$ cat src/rtl/uifbuf_pkg.sv
// uifbuf_pkg: shared types, index width and modulo-increment helper for the frame-buffer ring controller.
package uifbuf_pkg;
    localparam int IDX_W = 8;
    typedef enum logic {W_IDLE, W_BUSY} wstate_t;
    function automatic logic [IDX_W-1:0] mod_inc(input logic [IDX_W-1:0] v, input logic [IDX_W-1:0] n);
        return (v == n - 8'd1) ? '0 : v + 8'd1;
    endfunction
endpackage

$ cat src/rtl/uifbuf_stat.sv
// uifbuf_stat: 16-bit wrapping counters of completed writes and repeated reads.
module uifbuf_stat (
    input  logic        clk_i,
    input  logic        rst_i,
    input  logic        wr_done,
    input  logic        rd_repeat,
    output logic [15:0] wr_frame_cnt_o,
    output logic [15:0] rd_repeat_cnt_o
);
    always_ff @(posedge clk_i) begin
        if (rst_i) begin
            wr_frame_cnt_o  <= '0;
            rd_repeat_cnt_o <= '0;
        end else begin
            wr_frame_cnt_o  <= wr_frame_cnt_o + {15'd0, wr_done};
            rd_repeat_cnt_o <= rd_repeat_cnt_o + {15'd0, rd_repeat};
        end
    end
endmodule

$ cat src/rtl/uifbuf_ctrl.sv
// uifbuf_ctrl: frame-buffer ring controller keeping writer and reader on distinct buffers.
// Define UIFBUF_STAT_EN to build the write/repeat statistics counters.
module uifbuf_ctrl
    import uifbuf_pkg::*;
#(
    parameter int BUF_LENTH = 3
) (
    input  logic             clk_i,
    input  logic             rst_i,
    input  logic             wr_fs_i,
    input  logic             wr_fe_i,
    input  logic             rd_fs_i,
    output logic [IDX_W-1:0] wr_bufn_o,
    output logic [IDX_W-1:0] rd_bufn_o,
    output logic             rd_valid_o,
    output logic             wr_err_o,
    output logic [15:0]      wr_frame_cnt_o,
    output logic [15:0]      rd_repeat_cnt_o
);
    localparam logic [IDX_W-1:0] LEN = IDX_W'(BUF_LENTH);
    wstate_t state, state_nx;
    logic [IDX_W-1:0] latest, rd_next, wr_inc, wr_nx;
    logic new_flag, fe_done, avail;
    always_comb begin
        fe_done  = (state == W_BUSY) && wr_fe_i;
        state_nx = (state == W_IDLE) ? (wr_fs_i ? W_BUSY : W_IDLE) : (wr_fe_i ? W_IDLE : W_BUSY);
        avail    = new_flag | fe_done;
        // a frame completing this cycle bypasses straight to the reader
        rd_next  = (rd_fs_i && avail) ? (fe_done ? wr_bufn_o : latest) : rd_bufn_o;
        wr_inc   = mod_inc(wr_bufn_o, LEN);
        wr_nx    = !fe_done ? wr_bufn_o : (wr_inc == rd_next) ? mod_inc(wr_inc, LEN) : wr_inc;
    end
    always_ff @(posedge clk_i) begin
        if (rst_i) state <= W_IDLE;
        else       state <= state_nx;
    end
    always_ff @(posedge clk_i) begin
        if (rst_i) begin
            wr_bufn_o  <= '0;
            rd_bufn_o  <= LEN - 8'd1;
            latest     <= '0;
            new_flag   <= 1'b0;
            rd_valid_o <= 1'b0;
            wr_err_o   <= 1'b0;
        end else begin
            wr_bufn_o  <= wr_nx;
            rd_bufn_o  <= rd_next;
            latest     <= fe_done ? wr_bufn_o : latest;
            new_flag   <= avail & ~rd_fs_i;
            rd_valid_o <= rd_valid_o | fe_done;
            wr_err_o   <= (state == W_BUSY) && wr_fs_i && !wr_fe_i;
        end
    end
`ifdef UIFBUF_STAT_EN
    uifbuf_stat u_stat (
        .clk_i          (clk_i),
        .rst_i          (rst_i),
        .wr_done        (fe_done),
        .rd_repeat      (rd_fs_i & ~avail),
        .wr_frame_cnt_o (wr_frame_cnt_o),
        .rd_repeat_cnt_o(rd_repeat_cnt_o)
    );
`else
    assign wr_frame_cnt_o  = '0;
    assign rd_repeat_cnt_o = '0;
`endif
endmodule

$ cat config.mk
export PLATFORM = sky130hd
export DESIGN_NAME = uifbuf_ctrl
export DESIGN_NICKNAME = d
export VERILOG_FILES = /design/src/rtl/uifbuf_pkg.sv /design/src/rtl/uifbuf_stat.sv /design/src/rtl/uifbuf_ctrl.sv
export SDC_FILE = /design/constraint.sdc
export NUM_CORES = 1
export LEC_CHECK = 0
export ABC_AREA = 0
export BUFFER_PORTS_ARGS = -buffer_cell sky130_fd_sc_hd__buf_2
export CAP_MARGIN = 20
export CORE_MARGIN = 2
export CORE_UTILIZATION = 40
export CTS_CLUSTER_DIAMETER = 60
export DETAILED_ROUTE_END_ITERATION = 16
export GPL_TIMING_DRIVEN = 0
export PLACE_DENSITY_LB_ADDON = 0.12
export SYNTH_ARGS = -nofsm -noshare
export SYNTH_HDL_FRONTEND = slang
export SYNTH_SLANG_ARGS = --single-unit
$ cat constraint.sdc
create_clock -name clk_i -period 2.95 [get_ports clk_i]
set_input_delay 0.59 -clock clk_i [delete_from_list [all_inputs] [get_ports clk_i]]
set_output_delay 0.59 -clock clk_i [all_outputs]
set_load 0.01 [all_outputs]
== Yosys cells after proc, flatten, opt, wreduce, memory -nomap -nowiden ==
Index checks and enable logic that the tools add are counted.

* $add $sub $neg: 2
* Equal/unequal tests: 3
* Mux-type cells: 8
* Bitwise gates (word level): 4
* Reductions and logical operators: 5

{| class="wikitable"
|+ Operator list
! cell !! number
|-
| 8-bit 2-to-1 mux || 5
|-
| 8-bit by 1-bit adder with 8-bit output (second input constant) || 2
|-
| 8-bit by 2-bit == test with 1-bit output (second input constant) || 2
|-
| 8-bit == test || 1
|-
| 1-bit logical AND || 4
|-
| 1-bit 2-to-1 mux || 3
|-
| 1-bit bitwise OR || 2
|-
| 1-bit bitwise AND || 1
|-
| 1-bit logical NOT || 1
|-
| 1-bit inverter || 1
|}

* Flip-flop bits (word level): 28
* Input bits: 5
* Output and inout bits: 50
* Logic and storage cells: 29

== Logic depth before layout (Yosys ltp) ==
Gate-level depths: netlist of run 1.

* Depth in word-level cells: 6
* Mapped depth: 12
* Depth with buffers taken out: 9

== Worst setup path after synthesis of run 1 ==
No wires, ideal clock.

* Kind: reg2reg
* Start point: reg wr_bufn_o[0]
* End point: reg wr_bufn_o[0]
* Library setup time: 103 ps
* Arrival time: 2,465 ps
* Data required time: 2,847 ps
* Path slack: 382 ps
* Stages on the path, launching flop included: 11
* Buffers on the path: 2
* Clock period less this slack: 2,568 ps
* Cells stage by stage: dfxtp_1 -> buf_2 -> inv_1 -> ha_1 -> a311oi_2 -> or4_1 -> nand4b_2 -> nor4_4 -> buf_6 -> a311oi_1 -> a2111oi_2

* Cells in the longest elaborated chain, start to end: 5
* Elaborated cells between the ends (all ways): 10
* Classes of those cells: 2 x add/sub; 3 x eq/ne; 5 x mux

{| class="wikitable"
|+ RTL lines
! what !! RTL line !! RTL
|-
| from (decl) || uifbuf_ctrl.sv:13 || <nowiki>output logic [IDX_W-1:0] wr_bufn_o,</nowiki>
|-
| from (signal assigned) || uifbuf_ctrl.sv:46 || <nowiki>wr_bufn_o <= wr_nx;</nowiki>
|-
| 8-bit by 1-bit adder with 8-bit output / 8-bit by 2-bit == test with 1-bit output (equally long branches) || uifbuf_pkg.sv:6 || <nowiki>return (v == n - 8'd1) ? '0 : v + 8'd1;</nowiki>
|-
| 8-bit 2-to-1 mux || uifbuf_pkg.sv:6 ||
|-
| 8-bit by 1-bit adder with 8-bit output / 8-bit by 2-bit == test with 1-bit output (equally long branches) || uifbuf_pkg.sv:6 ||
|-
| 8-bit 2-to-1 mux || uifbuf_pkg.sv:6 ||
|-
| 8-bit 2-to-1 mux * || uifbuf_ctrl.sv:31 || <nowiki>wr_nx = !fe_done ? wr_bufn_o : (wr_inc == rd_next) ? mod_inc(wr_inc, LEN) : wr_inc;</nowiki>
|}

Mark *: on every way between the ends. The rest lies on a longest branch, timed or not.
A chain may end at the register's enable or synchronous reset.

== Final worst setup path of run 1 ==
* Start point: reg wr_bufn_o[3]
* End point: reg wr_bufn_o[0]

* Cells in the longest elaborated chain, start to end: 5
* Elaborated cells between the ends (all ways): 10
* Classes of those cells: 2 x add/sub; 3 x eq/ne; 5 x mux

{| class="wikitable"
|+ RTL lines
! what !! RTL line
|-
| 8-bit by 2-bit == test with 1-bit output / 8-bit by 1-bit adder with 8-bit output (equally long branches) || uifbuf_pkg.sv:6
|-
| 8-bit 2-to-1 mux || uifbuf_pkg.sv:6
|-
| 8-bit by 1-bit adder with 8-bit output / 8-bit by 2-bit == test with 1-bit output (equally long branches) || uifbuf_pkg.sv:6
|-
| 8-bit 2-to-1 mux || uifbuf_pkg.sv:6
|-
| 8-bit 2-to-1 mux * || uifbuf_ctrl.sv:31
|}

Marks and branches as above.

==> results.toml, run 1 <==
[route]
detail_route.wl_per_cell_um = 14.19
drt-vias-per-instance = 5.166
vias = 1958
drc_errors = 0
drtPass1Iterations = 4
drt_iter0_drc = 117
antenna_left = 0
routed_wl_um = 5379

[synth]
synth_area_um2 = 2051
yosysSeqAreaShare_pct = 27.33
synthCells = 250
ys_ff_latch = 28
synth_ff_type = "dfxtp_1"
synth_enable_flop_cells = 0
async_flop_share_pct = 0
yosysUniqueCellTypes = 59
syn_area_per_cell_um2 = 8.203
ys_warn_count = 0

[floorplanning]
initial_utilization_pct = 40.67
ioPinCount = 55
rows = 26
dieArea_um2 = 5715
core_area_um2 = 5042
die_w_um = 75.60
dieHeight_um = 75.60

[min_path]
min_from = "rd_valid_o"
hp-class = "reg -> reg"
min_to = "rd_valid_o"
holdPathStages = 2

[global_routing]
met3_usage_pct = 2.646
grt_max_degree = 17
grt-busiest-layer = "met2"
grt_pass1_wl_um = 8714
antenna_found_initial = 0
met2_usage_pct = 32.56
track_usage_pct = 20.07
gr-total-overflow = 0
met1_usage_pct = 28.04
grt_pass1_vias = 1695

[cts]
h-tree-depth = 1
clk_pin_slew_ns = 0.10
cts.path.max_buffers = 2
cts-root-buf = "clkbuf_8"
clkLatencyLatePin_ns = 0.28
cts_tree = "yes"
numClockSinks = 28
cts_buffers = 3

[final_layout]
area_growth_pct = 21.29
n_antenna_cell = 0
drive_gt1_share_pct = 30.10
num-nets-final = 319
layout_common_cells = "buf_4 (34), conb_1 (32), buf_2 (28)"
utilization_pct = 49.33
fin_cells = 379
final_common_cell = "buf_4"

[sta]
period_share_pct = 94.88
fmax_mhz = 357.3
finalHoldViolCount = 0
finalClockSkew_ns = 0.002986
slew_violations = 0
tightest_slew_ns = 0.6748
period_needed_ns = 2.799
setup_viol = 0
relSlewSlack_pct = 55.01

[worst_setup_path]
startpoint = "wr_bufn_o[3]"
worstPathArrival_ns = 2.99
r2r_slack_ns = 0.15
path_max_fanout = 9
reg2reg_depth = 9
endpoint_kind = "flip-flop"
required_ns = 3.14
r2r_start = "wr_bufn_o[3]"
r2r-end = "wr_bufn_o[0]"
startpoint_type = "flip-flop"
crit_type = "reg -> reg"

[power]
p_leak_nw = 1.140
p_int_mw = 0.6630
switching_share_pct = 28.90
pwr-share-clk_pct = 33.6
p_switching_mw = 0.2695
irDropWorstVdd_v = 0.0002341
power-per-cell-area_nw_per_um2 = 374.9
comb_power_share_pct = 23.8
p_seq_share_pct = 42.5

[place]
dp_hpwl_um = 3972
portBuffers = 22
place.gp.congestion = 0.8835
dpl.cell_count = 373

[run_status]
status = "complete, no violations"

[run]
drv_cap = 0
[critical path, stage by stage, from the launching register on]
cell and delay [ns]:
dfxtp_1 0.33, buf_6 0.14, nor4_2 0.57, a311oi_4 0.20, or4_1 0.57, nand4b_2 0.14, nor4_4 0.04, buf_4 0.16
and2_2 0.20, a2111oi_2 0.34
[worst max-delay path by stage]
stage	endpoint	slack (ns)	cells after the start
floorplan	wr_bufn_o[0]	0.38	10
detailed placement	wr_bufn_o[0]	-0.07	10
global placement	wr_bufn_o[0]	-0.08	10
global route	wr_bufn_o[0]	-0.03	10
finish	wr_bufn_o[0]	0.15	9
CTS	wr_bufn_o[0]	0.05	10
[logic make-up after synthesis]
kind of cell | Yosys count | synth area share, %
mux | 2 | 1.037
compound gates | 59 | 21.54
xor+xnor | 5 | 2.136
buf+inv | 54 | 17.63
simple gates | 97 | 27.70
other cells | 1 | 0.1829
flops | 28 | 27.33
fa+ha+maj | 4 | 2.441
[cell type report]
type | count | area [um2]
Clock inverter | 1 | 30.03
Tap cell | 70 | 87.58
Inverter | 7 | 26.28
Buffer | 47 | 337.8
Multi-Input combinational cell | 199 | 1277
Timing Repair Buffer | 24 | 125.1
Fill cell | 517 | 2555
Clock buffer | 3 | 41.29
Sequential cell | 28 | 561.8
[sequential cells by signal, indices dropped and copies added (netlist names)]
name and count:
rd_valid_o 1, new_flag 1, state 1, latest 8
rd_bufn_o 8, wr_err_o 1, wr_bufn_o 8
[per-stage QoR]
step / setup TNS [ns] / worst slack, ns / hold slack (ns) / area [um2] / power, mW
global placement: -0.1052 / -0.07960 / 0.4559 / 2365 / 0.6147
floorplan: 0 / 0.3817 / 0.4450 / 2167 / 0.5678
CTS: 0 / 0.05290 / 0.4887 / 2436 / 0.9301
detailed placement: -0.09571 / -0.06664 / 0.4608 / 2365 / 0.6147
finish: 0 / 0.1509 / 0.4904 / 2487 / 0.9324
global route: -0.02766 / -0.02766 / 0.5179 / 2487 / 0.9812
[power by group through the flow]
stage | Clock [mW] | Combinational [mW] | Sequential, mW
floorplan | 0 | 0.160 | 0.408
global placement | 0 | 0.209 | 0.405
detailed placement | 0 | 0.209 | 0.405
CTS | 0.323 | 0.211 | 0.397
global route | 0.337 | 0.246 | 0.398
finish | 0.314 | 0.222 | 0.397
[cells in the mapped netlist, drive strengths merged (3+ instances only)]
library cell	number	area (um2)
buf	45	327.8
dfxtp	28	560.5
nor2	18	67.56
a21oi	17	85.08
nand3	15	75.07
nand4	13	81.33
nand2	12	45.04
inv	7	26.28
and3	6	37.54
nor3	6	30.03
o21ai	6	30.02
a21bo	5	50.05
a21o	5	37.54
ha	4	50.05
o211ai	4	30.03
or4	4	33.78
and2	3	20.02
and4	3	26.28
nand4b	3	32.53
nor3b	3	22.52
nor4	3	40.04
or3	3	18.77
xor2	3	26.28
[timing repair]
item	CTS	global route
setup buffers	0	2
gates resized for setup	0	8
hold buffers	0	0
setup endpoints to repair	0	4
[routing by layer]
metal  part of all wire, %  vias to the layer above
met1                    46                      906
met3                   6.5                        7
li1                      -                      976
met4                   1.4                        0
met2                    47                       69
met5                     0                        -
Note: power is estimated with default switching activity, not from simulation.
==> inputs of run 2 (changes only) <==
--- a/config.mk
+++ b/config.mk
@@ -16,2 +16,3 @@
 export PLACE_DENSITY_LB_ADDON = 0.12
+export SKIP_CTS_REPAIR_TIMING = 1
 export SYNTH_ARGS = -nofsm -noshare
--- a/constraint.sdc
+++ b/constraint.sdc
@@ -3,2 +3,2 @@
 set_output_delay 0.59 -clock clk_i [all_outputs]
-set_load 0.01 [all_outputs]
+set_load 0.1 [all_outputs]
==> results.toml, run 2 (synthesis results as in run 1) <==
[sta]
fmax_mhz = 362.1
slew_violations = 0
period_needed_ns = 2.762
relSlewSlack_pct = 55.05
tightest_slew_ns = 0.6742
setup_viol = 0
hold_slack_ns = 0.4858
layout_setup_ws_ns = 0.1881
rsz0062_at_grt = "no"
finalClockSkew_ns = 0.008308
period_share_pct = 93.63
finalHoldViolCount = 0

[run]
drv_cap = 0

[global_routing]
antenna_found_initial = 0
grt_max_degree = 17
track_usage_pct = 18.77
grt_pass1_wl_um = 8224
gr-total-overflow = 0
grt_pass1_vias = 1606

[power]
p_leak_nw = 1.145
power-per-cell-area_nw_per_um2 = 462.3
irDropWorstVdd_v = 0.0002686

[final_layout]
fin_cells = 378
final_common_cell = "buf_4"
top_regs = "latest (8), rd_bufn_o (8), wr_bufn_o (8)"
layout_common_cells = "buf_4 (33), conb_1 (32), buf_2 (28)"
utilization_pct = 49.73
drive_gt1_share_pct = 32.14
n_antenna_cell = 0
num-nets-final = 318
finalInstanceArea_um2 = 2507
area_growth_pct = 22.27

[worst_setup_path]
path_max_fanout = 10
reg2reg_depth = 11
required_ns = 3.16
r2r-end = "wr_bufn_o[6]"
startpoint_type = "flip-flop"
endpoint_kind = "flip-flop"
r2r_slack_ns = 0.19
crit_type = "reg -> reg"
worstPathArrival_ns = 2.97
r2r_start = "wr_bufn_o[0]"

[cts]
cts_buffers = 3
cts-root-buf = "clkbuf_8"
clk_pin_slew_ns = 0.11
clkLatencyLatePin_ns = 0.29
cts_tree = "yes"
h-tree-depth = 1
numClockSinks = 28
cts.path.max_buffers = 2

[min_path]
min_from = "rd_valid_o"
hp-class = "reg -> reg"
min_to = "rd_valid_o"
holdPathStages = 2

[floorplanning]
rows = 26
dieArea_um2 = 5715
initial_utilization_pct = 40.67
dieHeight_um = 75.60
die_w_um = 75.60
ioPinCount = 55
core_area_um2 = 5042

[route]
drc_errors = 0
detail_route.wl_per_cell_um = 14.04
routed_wl_um = 5308
vias = 1955
drtPass1Iterations = 4
drt_iter0_drc = 166
drt-vias-per-instance = 5.172
antenna_left = 0

[place]
place_area_um2 = 2374
place.gp.congestion = 0.8610
dpl.cell_count = 373
portBuffers = 22
pre_cts_ws_ns = -0.05452
dp_hpwl_um = 3941

[run_status]
status = "complete, no violations"
-- run 2: where the power goes --
part           switching [mW]  internal, mW
Combinational           0.348        0.0938
Clock                   0.137         0.182
Sequential            0.00839         0.389
Total                   0.494         0.665
-- run 2: metrics by stage --
stage               total power, mW  TNS (ns)
floorplan                    0.7888         0
global placement             0.8354   -0.1028
detailed placement           0.8356  -0.05452
CTS                           1.149         0
global route                  1.200         0
finish                        1.159         0
-- run 2: cell type report --
cell class	instances	area, um2
repair buffers	23	117.6
flip-flops and latches	28	569.3
clock inverters	1	30.03
fillers	520	2535
multi-input cells	199	1297
plain buffers	47	337.8
well taps	70	87.58
inverters	7	26.28
clock buffers	3	41.29
-- run 2: how the worst max path moves through the flow --
| stage | depth (start not counted) | to | start | slack [ns] |
|---|---|---|---|---|
| 5_1_grt | 11 | wr_bufn_o[0] | wr_bufn_o[0] | 0.004 |
| 3_3_place_gp | 10 | wr_bufn_o[0] | wr_fe_i | -0.08 |
| 6_report | 11 | wr_bufn_o[6] | wr_bufn_o[0] | 0.19 |
| 3_5_place_dp | 10 | wr_bufn_o[0] | wr_fe_i | -0.05 |
| 2_1_floorplan | 10 | wr_bufn_o[0] | wr_bufn_o[0] | 0.05 |
| 4_1_cts | 10 | wr_bufn_o[0] | wr_bufn_o[0] | 0.08 |
-- run 2: routing by layer --
metal  track usage (%)  up-vias  share of wire [%]  routed length (um)
li1                  -      974                  -                   -
met1             27.05      905                 47                2494
met2             30.92       70                 46                2451
met3             1.984        6                5.9                 313
met4             2.924        0               0.90                  48
met5                 0        -                  0                   0
-- run 2: critical path, cell delays in order, from the launching register on --
cell,delay [ns]
dfxtp_2,0.37
clkbuf_4,0.19
inv_1,0.07
ha_1,0.22
nor3b_4,0.32
a21oi_2,0.15
and3_1,0.21
or4_1,0.42
buf_6,0.15
buf_6,0.13
a311o_1,0.35
o311ai_1,0.08
==> inputs of run 3 (changes only) <==
Settings changed: CORE_MARGIN 2 to unset.
==> results.toml, run 3 (synthesis results as in run 1) <==
[sta]
hold_slack_ns = 0.4749
tightest_slew_ns = 0.6381
relSlewSlack_pct = 57.46
fmax_mhz = 360.7
finalClockSkew_ns = 0.004932
finalHoldViolCount = 0
period_share_pct = 93.99
setup_viol = 0
slew_violations = 0
period_needed_ns = 2.773

[worst_setup_path]
crit_type = "reg -> reg"
worstPathArrival_ns = 2.96
startpoint_type = "flip-flop"
required_ns = 3.14
endpoint_kind = "flip-flop"
path_max_fanout = 10

[place]
place_area_um2 = 2370
dp_hpwl_um = 3854
portBuffers = 22
dpl.cell_count = 370
place.gp.congestion = 0.9415

[cts]
clkLatencyLatePin_ns = 0.28
h-tree-depth = 1
cts.path.max_buffers = 2
cts-root-buf = "clkbuf_8"
clk_pin_slew_ns = 0.11
numClockSinks = 28
cts_tree = "yes"
cts_buffers = 3

[power]
power-per-cell-area_nw_per_um2 = 459.6
irDropWorstVdd_v = 0.0001846
p_leak_nw = 1.145

[min_path]
hp-class = "reg -> reg"

[floorplanning]
rows = 25
dieHeight_um = 73.60
initial_utilization_pct = 42.57
core_area_um2 = 4817
ioPinCount = 55
die_w_um = 73.60
dieArea_um2 = 5417

[final_layout]
final_common_cell = "buf_4"
n_antenna_cell = 0
area_growth_pct = 22.45
top_regs = "latest (8), rd_bufn_o (8), wr_bufn_o (8)"
finalInstanceArea_um2 = 2511
fin_cells = 375
num-nets-final = 318
drive_gt1_share_pct = 32.14
utilization_pct = 52.13
layout_common_cells = "buf_4 (33), conb_1 (32), buf_2 (27)"

[route]
drtPass1Iterations = 4
drt-vias-per-instance = 5.136
vias = 1926
detail_route.wl_per_cell_um = 13.79
antenna_left = 0
drc_errors = 0
drt_iter0_drc = 147
routed_wl_um = 5171

[global_routing]
grt_pass1_wl_um = 8079
track_usage_pct = 19.73
antenna_found_initial = 0
grt_max_degree = 17
grt_pass1_vias = 1650
gr-total-overflow = 0

[run]
drv_cap = 0

[run_status]
status = "complete, no violations"
==> run 3: cell types whose count changed in the layout (fill, tap and decap cells not counted) <==
cell / previous run / this run
a21oi_1: 15 / 16
a21oi_4: 1 / 0
buf_2: 28 / 27
clkbuf_4: 1 / 2
mux2i_2: 1 / 0
mux2i_4: 0 / 1
xor2_1: 3 / 2
xor2_2: 0 / 1
==> run 3: final cells by class <==
cell class              count  area (um2)
flip-flops and latches     28       569.3
multi-input cells         199        1303
clock buffers               3       41.29
fillers                   479        2306
plain buffers              47       340.3
clock inverters             1       30.03
inverters                   7       26.28
well taps                  67       83.83
repair buffers             23       117.6
==> run 3: path summary, 6_finish.rpt <==
check                from           end  slack (ns)  cells after the start
max          wr_bufn_o[0]  wr_bufn_o[6]        0.18                     11
min            rd_valid_o    rd_valid_o        0.47                      2
max reg2reg  wr_bufn_o[0]  wr_bufn_o[6]        0.18                     11
min reg2reg    rd_valid_o    rd_valid_o        0.47                      2
==> run 3: critical path, cell delays in order (launching register included) <==
cell	delay, ns
dfxtp_2	0.36
clkbuf_4	0.19
inv_1	0.07
ha_1	0.23
nor3b_4	0.27
a21oi_1	0.18
and3_1	0.22
or4_1	0.42
buf_6	0.15
buf_6	0.13
a311o_1	0.35
o311ai_1	0.09
==> run 3: power breakdown <==
part	internal, mW	switching [mW]	total [mW]	leakage (nW)
clock network	0.182	0.134	0.316	0.0357
logic	0.0934	0.348	0.441	0.879
registers	0.389	0.00844	0.398	0.230
total	0.665	0.490	1.15	1.14
==> run 3: per-stage QoR <==
stage	setup TNS (ns)	power, mW	setup slack (ns)
floorplan	0	0.7888	0.04665
finish	0	1.154	0.1773
CTS	0	1.150	0.08474
global route	-0.003986	1.194	-0.003986
detailed placement	-0.05400	0.8356	-0.05400
global placement	-0.1049	0.8354	-0.07920
==> run 3: per-layer routing <==
metal  vias up  GRT usage [%]  share of wire (%)
met2        75          31.19                 46
met5         -              0                  0
met4         0          6.838               0.81
met3         4          2.469                6.6
met1       872          27.55                 46
li1        975              -                  -
